**config.mk**
```make
export PLATFORM = sky130hd
export DESIGN_NAME = ahb2_sram_slv
export DESIGN_NICKNAME = d
export VERILOG_FILES = /design/src/rtl/ahb2_pkg.sv /design/src/rtl/ahb2_be_gen.sv /design/src/rtl/ahb2_sram_slv.sv
export SDC_FILE = /design/constraint.sdc
export NUM_CORES = 1
export LEC_CHECK = 0
export BUFFER_PORTS_ARGS = -buffer_cell sky130_fd_sc_hd__clkbuf_2
export CAP_MARGIN = 25
export CORE_MARGIN = 3
export CORE_UTILIZATION = 36
export CTS_BUF_LIST = sky130_fd_sc_hd__clkbuf_8
export CTS_CLUSTER_SIZE = 16
export DETAILED_ROUTE_END_ITERATION = 10
export GPL_TIMING_DRIVEN = 0
export PLACE_DENSITY = 0.78
export SLEW_MARGIN = 20
export SYNTH_ARGS = -nofsm -noshare
export SYNTH_HDL_FRONTEND = slang
export SYNTH_SLANG_ARGS = --single-unit
```
**constraint.sdc**
```tcl
create_clock -name clk -period 1.4 [get_ports clk]
set_input_delay 0.07 -clock clk [delete_from_list [all_inputs] [get_ports clk]]
set_output_delay 0.07 -clock clk [all_outputs]
set_load 0.05 [all_outputs]
```
**src/rtl/ahb2_pkg.sv**
```systemverilog
// Shared AHB2 encodings and the slave FSM state type for the AHB2-to-SRAM bridge.
package ahb2_pkg;

    localparam logic [1:0] HTRANS_IDLE   = 2'b00;
    localparam logic [1:0] HTRANS_BUSY   = 2'b01;
    localparam logic [1:0] HTRANS_NONSEQ = 2'b10;
    localparam logic [1:0] HTRANS_SEQ    = 2'b11;

    localparam logic [2:0] HSIZE_BYTE = 3'd0;
    localparam logic [2:0] HSIZE_HALF = 3'd1;
    localparam logic [2:0] HSIZE_WORD = 3'd2;

    localparam logic [1:0] HRESP_OKAY  = 2'b00;
    localparam logic [1:0] HRESP_ERROR = 2'b01;

    typedef enum logic [2:0] {
        ST_IDLE,
        ST_WR_DATA,
        ST_RD_WAIT,
        ST_RD_DATA,
        ST_ERR_1,
        ST_ERR_2
    } state_t;

    // Only NONSEQ and SEQ carry a real transfer; IDLE and BUSY are no-ops.
    function automatic logic is_active_trans(input logic [1:0] trans);
        logic active;
        case (trans)
            HTRANS_NONSEQ, HTRANS_SEQ: active = 1'b1;
            HTRANS_IDLE, HTRANS_BUSY:  active = 1'b0;
            default:                   active = 1'b0;
        endcase
        return active;
    endfunction

endpackage

```
**src/rtl/ahb2_be_gen.sv**
```systemverilog
// SRAM byte-enable generator: lane selection from transfer size and low address bits.
module ahb2_be_gen
    import ahb2_pkg::*;
(
    input  logic [2:0] i_hsize,
    input  logic [1:0] i_addr_lo,
    input  logic       i_write,
    output logic [3:0] o_be
);

    // Reads always fetch the full word; oversized writes fall back to a word.
    always_comb begin
        o_be = 4'b1111;
        if (i_write) begin
            case (i_hsize)
                HSIZE_BYTE: o_be = 4'b0001 << i_addr_lo;
                HSIZE_HALF: o_be = i_addr_lo[1] ? 4'b1100 : 4'b0011;
                HSIZE_WORD: o_be = 4'b1111;
                default:    o_be = 4'b1111;
            endcase
        end
    end

endmodule

```
**src/rtl/ahb2_sram_slv.sv**
```systemverilog
// AHB2 slave bridging single transfers onto a synchronous 32-bit SRAM port.
// Optional error responses are enabled with the macro AHB2_SRAM_SLV_ERR_EN.
module ahb2_sram_slv
    import ahb2_pkg::*;
#(
    parameter int MEM_AW = 12
)
(
    input  logic              clk,
    input  logic              rst,
    input  logic              hsel,
    input  logic [31:0]       haddr,
    input  logic [1:0]        htrans,
    input  logic              hwrite,
    input  logic [2:0]        hsize,
    input  logic [2:0]        hburst,
    input  logic [3:0]        hprot,
    input  logic [31:0]       hwdata,
    input  logic              hreadyi,
    output logic [31:0]       hrdata,
    output logic              hreadyo,
    output logic [1:0]        hresp,
    output logic              sram_req,
    output logic              sram_we,
    output logic [MEM_AW-1:0] sram_addr,
    output logic [3:0]        sram_be,
    output logic [31:0]       sram_wdata,
    input  logic [31:0]       sram_rdata
);

    state_t            r_state;
    state_t            w_next;
    logic [MEM_AW-1:0] r_addr;
    logic [1:0]        r_lo;
    logic [2:0]        r_size;
    logic              r_write;
    logic [31:0]       r_hrdata;
    logic              w_accept;
    logic              w_err;
    logic [3:0]        w_be;
    logic              w_unused;

    // Burst type, protection and the upper address bits carry no meaning for a single flat SRAM.
    assign w_unused = ^{hburst, hprot, haddr[31:MEM_AW+2], HRESP_ERROR};

    // ERR_2 is excluded: the address presented there was sampled while hready was still low.
    assign w_accept = hsel && hreadyi && is_active_trans(htrans) &&
                      ((r_state == ST_IDLE) || (r_state == ST_WR_DATA) || (r_state == ST_RD_DATA));

`ifdef AHB2_SRAM_SLV_ERR_EN
    assign w_err = (hsize > HSIZE_WORD) ||
                   ((hsize == HSIZE_HALF) && haddr[0]) ||
                   ((hsize == HSIZE_WORD) && (haddr[1:0] != 2'b00)) ||
                   (|haddr[31:MEM_AW+2]);
`else
    assign w_err = 1'b0;
`endif

    ahb2_be_gen u_be_gen (
        .i_hsize   (r_size),
        .i_addr_lo (r_lo),
        .i_write   (r_write),
        .o_be      (w_be)
    );

    always_ff @(posedge clk or posedge rst) begin
        if (rst) begin
            r_state <= ST_IDLE;
        end else begin
            r_state <= w_next;
        end
    end

    always_ff @(posedge clk or posedge rst) begin
        if (rst) begin
            r_addr  <= '0;
            r_lo    <= 2'b00;
            r_size  <= 3'd0;
            r_write <= 1'b0;
        end else if (w_accept) begin
            r_addr  <= haddr[MEM_AW+1:2];
            r_lo    <= haddr[1:0];
            r_size  <= hsize;
            r_write <= hwrite;
        end
    end

    // Read data is forwarded straight from the SRAM in RD_DATA and held afterwards.
    always_ff @(posedge clk or posedge rst) begin
        if (rst) begin
            r_hrdata <= 32'd0;
        end else if (r_state == ST_RD_DATA) begin
            r_hrdata <= sram_rdata;
        end
    end

    always_comb begin
        w_next   = ST_IDLE;
        hreadyo  = 1'b1;
        hresp    = HRESP_OKAY;
        sram_req = 1'b0;
        sram_we  = 1'b0;
        sram_be  = 4'b0000;
        hrdata   = r_hrdata;
        case (r_state)
            ST_WR_DATA: begin
                sram_req = 1'b1;
                sram_we  = 1'b1;
                sram_be  = w_be;
            end
            ST_RD_WAIT: begin
                sram_req = 1'b1;
                sram_be  = w_be;
                hreadyo  = 1'b0;
                w_next   = ST_RD_DATA;
            end
            ST_RD_DATA: begin
                hrdata = sram_rdata;
            end
`ifdef AHB2_SRAM_SLV_ERR_EN
            ST_ERR_1: begin
                hreadyo = 1'b0;
                hresp   = HRESP_ERROR;
                w_next  = ST_ERR_2;
            end
            ST_ERR_2: begin
                hresp = HRESP_ERROR;
            end
`endif
            default: begin
            end
        endcase
        if (w_accept) begin
            w_next = w_err ? ST_ERR_1 : (hwrite ? ST_WR_DATA : ST_RD_WAIT);
        end
    end

    assign sram_addr  = r_addr;
    assign sram_wdata = hwdata;

endmodule

```
==> results.json, run 1 <==
{
  "clock_path_buffers": 2,
  "wl_per_cell_um": 14.3,
  "worstPathMaxFanout": 10,
  "nets": 455,
  "antennaDiodeCount": 0,
  "floorplan.initialDensity_pct": 37.4,
  "clock_skew_ps": 3.11,
  "cp-endpoint": "hrdata[12]",
  "gp_congestion": 0.689,
  "final.setup.tns_ps": -13430,
  "grt_overflow_total": 0,
  "port_buffers": 137,
  "hold_violations": 0,
  "worst_ep_required_time_ps": 1330,
  "path_clk_slew_ps": 80,
  "period_needed_ps": 1700,
  "htree_levels": 2,
  "antenna_found_initial": 0,
  "reg2reg_slack_ps": -230,
  "area_growth_pct": 79.4,
  "place_area_um2": 3340,
  "fin_crit_sh_pct": 121,
  "io_pins": 198,
  "ys_seq_area_share_pct": 54.2,
  "hold_class": "in2reg",
  "syn_area_per_cell_um2": 14.5,
  "cp-end-kind": "output pin",
  "cp-start-kind": "register",
  "cts_made_buffers": 5,
  "worst_slack_ps": -295,
  "core-area_um2": 6420,
  "die_y_um": 87.6,
  "netlist_instances": 165,
  "dieArea_um2": 7680,
  "setup_viol": 57,
  "vdd_drop_max_mv": 1.76,
  "netlist_area_um2": 2400,
  "synth.distinct_cells": 16,
  "status": "complete, but fails checks",
  "slowest_delay_ps": 400,
  "violations": "negative setup slack",
  "cap_violations": 0,
  "fillers": 440,
  "ant_nets": 0,
  "rsz0062_at_grt": "yes",
  "grt_pass1_vias": 1934,
  "relSlewSlack_pct": 64.3,
  "p_leak_uw": 0.00223,
  "final-seq-area_um2": 1300,
  "synth-seq-cells": 52,
  "final_area_um2": 4300,
  "clock-sinks": 52,
  "rr_worst_depth": 8,
  "grt_max_degree": 29,
  "arrival_ps": 1630,
  "reg2reg_to": "r_size[0]$_DFFE_PP0P_",
  "vias": 1824,
  "ys_warn_count": 0,
  "fp.dieW_um": 87.6,
  "cp_slowest_cell": "dfrtp_1",
  "clk_latency_ps": 290,
  "cellPowerDensity_nw_per_um2": 2710,
  "max_freq_ghz": 0.590,
  "wirelength_um": 5970,
  "hold_ws_ps": 16.2,
  "multi_input_area_um2": 970,
  "critPathKind": "reg2out",
  "rows": 29,
  "crit_chain": "ha_4 > buf_12 > mux2_4 > clkbuf_16",
  "dpl.hpwl_um": 3960,
  "track_usage_pct": 14.7,
  "viasPerCell": 4.37,
  "worstMarginPinSlew_ps": 535,
  "drive_gt1_share_pct": 76.5,
  "clock-root-buffer": "clkbuf_8",
  "firstDrtPassIters": 4,
  "drc": 0,
  "cts_tree": "done",
  "cp-startpoint": "r_state[1]$_DFF_PP0_",
  "grt_first_pass_wirelength_um": 8870,
  "finalMaxSlewViolations": 0,
  "drt_iter0_drc": 19,
  "rr_startpoint": "r_state[0]$_DFF_PP0_"
}
## how the worst min path moves through the flow
| stage | cells after the start | end | startpoint | slack [ps] |
|---|---|---|---|---|
| 6_report | 2 | sram_addr[7]$_DFFE_PP0P_ | haddr[9] | 20 |
| 3_3_place_gp | 2 | r_state[1]$_DFF_PP0_ | hwrite | 290 |
| 3_5_place_dp | 2 | r_hrdata[3]$_DFF_PP0_ | rst | 130 |
| 2_1_floorplan | 1 | r_state[1]$_DFF_PP0_ | hwrite | 180 |
| 4_1_cts | 2 | r_size[2]$_DFFE_PP0P_ | hsize[2] | 1 |
| 5_1_grt | 2 | r_hrdata[25]$_DFF_PP0_ | sram_rdata[25] | 6 |
## synth_stat cells, drive strengths merged
master | n | area [um^2]
a21oi | 4 | 20.0
nor3b | 1 | 7.51
o21bai | 2 | 15.0
mux2 | 50 | 631
dfrtp | 52 | 1300
nand4 | 1 | 21.3
inv | 7 | 26.3
ha | 3 | 37.5
o21ai | 4 | 20.0
conb | 1 | 3.75
buf | 40 | 317
## layer usage
layer,vias up,part of all wire (%),track usage [%]
met5,-,0,0
met4,0,0.52,2.79
met3,4,6.8,4.05
met2,100,54,27.0
met1,861,38,17.2
li1,859,-,-
## layout by cell type (no fill, tap or decap)
cell | netlist | final
buf_12 | 0 | 5
buf_6 | 5 | 2
o21ai_0 | 4 | 2
inv_1 | 6 | 3
ha_4 | 0 | 3
inv_6 | 0 | 1
conb_1 | 1 | 2
dfrtp_1 | 52 | 52
nand4_4 | 1 | 1
o21bai_1 | 2 | 2
bufinv_16 | 0 | 1
clkbuf_8 | 0 | 7
inv_2 | 1 | 3
buf_4 | 34 | 42
clkbuf_16 | 0 | 5
mux2_2 | 28 | 1
clkbuf_2 | 0 | 98
mux2_4 | 18 | 49
nor3b_4 | 0 | 1
a21oi_4 | 0 | 4
buf_8 | 0 | 37
o21ai_1 | 0 | 2
dlygate4sd3_1 | 0 | 17
## repair_timing
| action | in CTS | in global routing |
|---|---|---|
| cloned | 1 | 1 |
| pin swaps | 2 | 1 |
| endpoints found under the setup margin | 47 | 59 |
| setup buffers | 6 | 5 |
| endpoints found under the hold margin | 40 | 0 |
| hold buffers | 17 | 0 |
| gates resized for setup | 96 | 56 |
## cells by family (layout without fill, tap and decap cells)
kind of cell	after synthesis	in the layout	share of synthesized area (%)
compound gates	10	10	2.29
fa+ha+maj	3	3	1.56
flops	52	52	54.2
buf+inv	47	221	14.3
other cells	1	2	0.156
mux	50	50	26.3
simple gates	2	2	1.20
## cell type report
cell class / instances / share of cell area, %
repair buffers: 167 / 33.2
flip-flops and latches: 52 / 30.2
multi-input cells: 67 / 22.5
plain buffers: 39 / 8.14
clock buffers: 7 / 2.24
well taps: 77 / 2.24
inverters: 7 / 0.727
clock inverters: 1 / 0.698
## through the flow
step | total power [uW] | util (%) | setup slack, ps | cells
4_1_cts | 10900 | 64.4 | -361 | 413
2_1_floorplan | 7240 | - | -164 | 166
3_5_place_dp | 8300 | 52.0 | -121 | 381
5_1_grt | 12100 | 67.0 | -362 | 417
6_report | 11700 | 67.0 | -295 | 417
3_3_place_gp | 8200 | 51.7 | -493 | 380
## registers in the layout, summed over array words and instances, names as in the netlist
| name | count |
|---|---|
| sram_addr | 12 |
| r_write | 1 |
| r_hrdata | 32 |
| r_state | 2 |
| r_lo | 2 |
| r_size | 3 |
## worst max-delay path, delay by kind of cell, from the launching register on
family     cells  cell delay (ps)
mux            1              330
buf+inv        2              350
fa+ha+maj      1              250
flops          1              400
## power breakdown
group	switching [uW]	leakage, uW	internal [uW]
logic	4490	0.00155	3560
clock network	458	0.0000645	631
registers	319	0.000611	2200
No activity file was read; power rests on OpenSTA's default activity.
==> run 2: changes to the inputs <==
--- a/config.mk
+++ b/config.mk
@@ -7,13 +7,15 @@
 export LEC_CHECK = 0
 export BUFFER_PORTS_ARGS = -buffer_cell sky130_fd_sc_hd__clkbuf_2
 export CAP_MARGIN = 25
+export CELL_PAD_IN_SITES_DETAIL_PLACEMENT = 1
+export CELL_PAD_IN_SITES_GLOBAL_PLACEMENT = 1
 export CORE_MARGIN = 3
-export CORE_UTILIZATION = 36
+export CORE_UTILIZATION = 26
 export CTS_BUF_LIST = sky130_fd_sc_hd__clkbuf_8
 export CTS_CLUSTER_SIZE = 16
 export DETAILED_ROUTE_END_ITERATION = 10
 export GPL_TIMING_DRIVEN = 0
-export PLACE_DENSITY = 0.78
+export PLACE_DENSITY_LB_ADDON = 0.1
 export SLEW_MARGIN = 20
 export SYNTH_ARGS = -nofsm -noshare
 export SYNTH_HDL_FRONTEND = slang
==> results.json, run 2 (same netlist as run 1, synthesis figures left out) <==
{
  "nets": 459,
  "viasPerCell": 4.18,
  "setup_viol": 59,
  "drc": 0,
  "htree_levels": 2,
  "reg2reg_slack_ps": -290,
  "worstPathMaxFanout": 10,
  "ant_nets": 0,
  "fin_crit_sh_pct": 122,
  "dieArea_um2": 10400,
  "worst_ep_required_time_ps": 1330,
  "top_register": "r_hrdata",
  "grt_overflow_total": 0,
  "rsz0062_at_grt": "yes",
  "antennaDiodeCount": 0,
  "final_cell_mix": "clkbuf_2, dfrtp_1, mux2_4",
  "final_area_um2": 4400,
  "period_needed_ps": 1700,
  "slowest_delay_ps": 410,
  "port_buffers": 137,
  "violations": "negative setup slack",
  "dpl.hpwl_um": 4660,
  "max_freq_ghz": 0.587,
  "fillers": 922,
  "final_common_cell": "clkbuf_2",
  "worst_slack_ps": -304,
  "clk_latency_ps": 290,
  "p_leak_uw": 0.00227,
  "clock-root-buffer": "clkbuf_8",
  "clock_path_buffers": 2,
  "cp-end-kind": "output pin",
  "reg2reg_to": "sram_addr[9]$_DFFE_PP0P_",
  "finalMaxSlewViolations": 0,
  "gp_congestion": 0.681,
  "path_clk_slew_ps": 90,
  "track_usage_pct": 12.4,
  "worstMarginPinSlew_ps": 651,
  "cp_top_family": "flip-flops",
  "grt_first_pass_wirelength_um": 10100,
  "wl_per_cell_um": 14.7,
  "cp_num_cells": 4,
  "cts_made_buffers": 5,
  "cp-endpoint": "hrdata[26]",
  "rr_worst_depth": 9,
  "vias": 1890,
  "cp_slowest_cell": "dfrtp_1",
  "grt_max_degree": 53,
  "grt_pass1_vias": 2024,
  "arrival_ps": 1630,
  "io_pins": 198,
  "hold_class": "in2reg",
  "antenna_found_initial": 0,
  "clock_skew_ps": 7.80,
  "place_area_um2": 3360,
  "largest_register_ff_count": 32,
  "status": "complete, but fails checks",
  "vdd_drop_max_mv": 1.54,
  "area_growth_pct": 83.4,
  "cellPowerDensity_nw_per_um2": 2620,
  "drive_gt1_share_pct": 75.3,
  "floorplan.initialDensity_pct": 27.1,
  "hold_violations": 0,
  "die_y_um": 102,
  "relSlewSlack_pct": 56.6,
  "firstDrtPassIters": 2,
  "crit_chain": "ha_4 > buf_12 > mux2_4 > clkbuf_16",
  "rows": 34,
  "fp.dieW_um": 102,
  "clock-sinks": 52,
  "wirelength_um": 6660,
  "cp-startpoint": "r_state[1]$_DFF_PP0_",
  "dp_slack_ps": -131,
  "cts_tree": "done",
  "cp-start-kind": "register",
  "cap_violations": 0,
  "core-area_um2": 8850,
  "drt_iter0_drc": 7,
  "critPathKind": "reg2out",
  "rr_startpoint": "r_state[0]$_DFF_PP0_",
  "path_buf_inv": 2
}
## run 2: final cells by class
class	count	area (um^2)	share of cell area (%)
clock buffer	6	82.6	1.88
tap	108	135	3.07
buffer	39	355	8.07
sequential	52	1300	29.6
clock inverter	2	7.51	0.171
multi-input combinational	67	953	21.7
timing repair buffer	171	1530	34.8
inverter	7	33.8	0.767
## run 2: how the worst min path moves through the flow
stage / start / slack, ps / endpoint / depth (start not counted)
4_1_cts: haddr[12] / 0.7 / sram_addr[10]$_DFFE_PP0P_ / 2
2_1_floorplan: hwrite / 180 / r_state[1]$_DFF_PP0_ / 1
6_report: sram_rdata[1] / 30 / r_hrdata[1]$_DFF_PP0_ / 2
3_3_place_gp: haddr[2] / 300 / sram_addr[0]$_DFFE_PP0P_ / 2
5_1_grt: sram_rdata[1] / 20 / r_hrdata[1]$_DFF_PP0_ / 2
3_5_place_dp: rst / 220 / r_hrdata[8]$_DFF_PP0_ / 2
## run 2: worst reg2reg max path: cells and delay by family, from the launching register on
family,cells,cell delay [ps]
simple gates,1,110
fa+ha+maj,1,160
flops,1,400
mux,1,290
buf+inv,6,630
## run 2: repair_timing
item,4_1_cts,5_1_grt
endpoints found under the hold margin,69,1
gates resized for setup,106,40
setup endpoints to repair,55,60
hold buffers,18,1
pin swaps,2,0
cloned,3,0
setup buffers,8,4
## run 2: metrics by stage
| step | hold WS (ps) | std cells | utilization (%) | power [uW] | setup TNS, ps |
|---|---|---|---|---|---|
| 2_1_floorplan | 179 | 166 | - | 7240 | -797 |
| 3_3_place_gp | 303 | 411 | 38.0 | 8310 | -38810 |
| 3_5_place_dp | 220 | 411 | 38.0 | 8370 | -3690 |
| 4_1_cts | 0.685 | 447 | 48.2 | 11000 | -13870 |
| 5_1_grt | 22.4 | 452 | 49.7 | 12100 | -19370 |
| 6_report | 34.8 | 452 | 49.7 | 11500 | -15110 |
## run 2: metal layers
layer	share of wire [%]	track usage (%)	wire, um
met5	0	0	0
met4	0.77	2.42	51
met3	8.2	3.28	548
met2	51	21.7	3370
met1	40	15.5	2690
## run 2: where the power goes
group | switching (uW) | internal, uW | leakage [uW]
Sequential | 314 | 2200 | 0.000611
Combinational | 4490 | 3660 | 0.00160
Clock | 458 | 390 | 0.0000538
==> run 3: changes to the inputs <==
--- a/config.mk
+++ b/config.mk
@@ -10,7 +10,7 @@
 export CELL_PAD_IN_SITES_DETAIL_PLACEMENT = 1
 export CELL_PAD_IN_SITES_GLOBAL_PLACEMENT = 1
 export CORE_MARGIN = 3
-export CORE_UTILIZATION = 26
+export CORE_UTILIZATION = 31
 export CTS_BUF_LIST = sky130_fd_sc_hd__clkbuf_8
 export CTS_CLUSTER_SIZE = 16
 export DETAILED_ROUTE_END_ITERATION = 10
==> constraint.sdc (replaced) <==
create_clock -name clk -period 2.2 [get_ports clk]
set_input_delay 0.11 -clock clk [delete_from_list [all_inputs] [get_ports clk]]
set_output_delay 0.11 -clock clk [all_outputs]
set_load 0.1 [all_outputs]
==> results.json, run 3 (same netlist as run 1, synthesis figures left out) <==
{
  "status": "completed",
  "max_freq_ghz": 0.485,
  "dp_slack_ps": 447,
  "grt_first_pass_wirelength_um": 8940,
  "drive_gt1_share_pct": 74.7,
  "wirelength_um": 5730,
  "rr_worst_depth": 6,
  "core-area_um2": 7370,
  "grt_overflow_total": 0,
  "die_y_um": 94.0,
  "firstDrtPassIters": 2,
  "floorplan.initialDensity_pct": 32.6,
  "fin_cells": 411,
  "final_cell_mix": "clkbuf_2, dfrtp_1, buf_4",
  "drt_iter0_drc": 46,
  "fp.dieW_um": 94.0,
  "rsz0062_at_grt": "no",
  "drc": 0,
  "dp.cells": 402,
  "worstPathMaxFanout": 10,
  "antennaDiodeCount": 0,
  "clock-sinks": 52,
  "cp-endpoint": "hrdata[0]",
  "largest_register_ff_count": 32,
  "dieArea_um2": 8830,
  "clock_skew_ps": 8.45,
  "wl_per_cell_um": 13.9,
  "final_common_cell": "clkbuf_2",
  "reg2reg_slack_ps": 780,
  "cap_violations": 0,
  "rr_startpoint": "r_state[0]$_DFF_PP0_",
  "vias": 1733,
  "cp_top_family": "buffers and inverters",
  "dpl.hpwl_um": 4710,
  "hold_violations": 0,
  "clk_latency_ps": 300,
  "track_usage_pct": 12.8,
  "htree_levels": 2,
  "fin_crit_sh_pct": 93.8,
  "rows": 31,
  "critPathKind": "reg2out",
  "relSlewSlack_pct": 57.1,
  "gp_congestion": 0.706,
  "viasPerCell": 4.22,
  "reg2reg_to": "sram_addr[2]$_DFFE_PP0P_",
  "port_buffers": 137,
  "cts_made_buffers": 5,
  "setup_viol": 0,
  "grt_max_degree": 53,
  "area_growth_pct": 38.9,
  "worst_slack_ps": 137,
  "ant_nets": 0,
  "slowest_delay_ps": 410,
  "cp-start-kind": "register",
  "post_cts_buffers": 0,
  "finalMaxSlewViolations": 0,
  "cp-end-kind": "output pin",
  "io_pins": 198,
  "hold_class": "in2reg",
  "top_register": "r_hrdata",
  "clock_path_buffers": 2,
  "cp-startpoint": "r_state[0]$_DFF_PP0_",
  "period_needed_ps": 2060,
  "cp_num_cells": 5,
  "arrival_ps": 1950,
  "antenna_found_initial": 0,
  "clock-root-buffer": "clkbuf_8",
  "path_clk_slew_ps": 100,
  "cts_tree": "done",
  "cp_slowest_cell": "dfrtp_1",
  "nets": 427,
  "path_buf_inv": 3,
  "crit_chain": "ha_1 > buf_2 > buf_6 > mux2_1 > clkbuf_2",
  "worst_ep_required_time_ps": 2090,
  "grt_pass1_vias": 1844,
  "worstMarginPinSlew_ps": 644
}
==> run 3: cell types whose count changed in the layout (fill, tap and decap cells not counted), moves of 4 or more <==
cell,change
clkbuf_2,+39
buf_8,-30
mux2_4,-30
mux2_2,+26
dlygate4sd3_1,-18
buf_4,-9
buf_12,-7
clkbuf_16,-7
a21oi_1,+4
a21oi_4,-4
mux2_1,+4
==> run 3: final cells by class <==
class                      instances  area, um^2
fill                             846        4040
clock buffer                       5        68.8
buffer                            40         317
sequential                        52        1300
tap                               99         124
clock inverter                     3        38.8
timing repair buffer             138         696
multi-input combinational         67         759
inverter                           7        28.8
==> run 3: per-layer routing <==
metal	part of all wire, %	track usage [%]
met4	0.80	3.25
met2	52	22.9
met5	0	0
met1	40	15.2
met3	8.1	3.37
==> run 3: worst min-delay path by stage <==
stage	start	to	slack, ps	cells past startpoint
2_1_floorplan	hwrite	r_state[1]$_DFF_PP0_	220	1
3_3_place_gp	haddr[11]	sram_addr[9]$_DFFE_PP0P_	340	2
3_5_place_dp	rst	r_hrdata[2]$_DFF_PP0_	250	2
4_1_cts	haddr[10]	sram_addr[8]$_DFFE_PP0P_	20	2
5_1_grt	haddr[6]	sram_addr[4]$_DFFE_PP0P_	30	2
6_report	haddr[10]	sram_addr[8]$_DFFE_PP0P_	30	2
==> run 3: per-stage QoR <==
| stage | hold WS [ps] | area (um^2) | utilization (%) | TNS [ps] |
|---|---|---|---|---|
| finish | 31.8 | 3330 | 45.2 | 0 |
| global route | 26.2 | 3330 | 45.2 | 0 |
| CTS | 23.0 | 3330 | 45.2 | 0 |
| detailed placement | 251 | 3220 | 43.6 | 0 |
| global placement | 342 | 3210 | 43.6 | 0 |
| floorplan | 219 | 2400 | - | -467 |
==> run 3: what timing repair did <==
item / 4_1_cts / 5_1_grt
hold buffers: 1 / 0
gates resized for setup: 0 / 0
endpoints found under the hold margin: 52 / 0
==> run 3: worst register-to-register path: cells and delay by family (launching register included) <==
family,cells,cell delay (ps)
flip-flops,1,390
AND/OR/NAND/NOR,1,90
buffers and inverters,3,310
multiplexers,1,310
adder cells (fa/ha/maj),1,200
Power of run 3 is left out: the tool's default activity adds up to more than one toggle a clock period on the data nets, which glitch-free logic cannot reach.
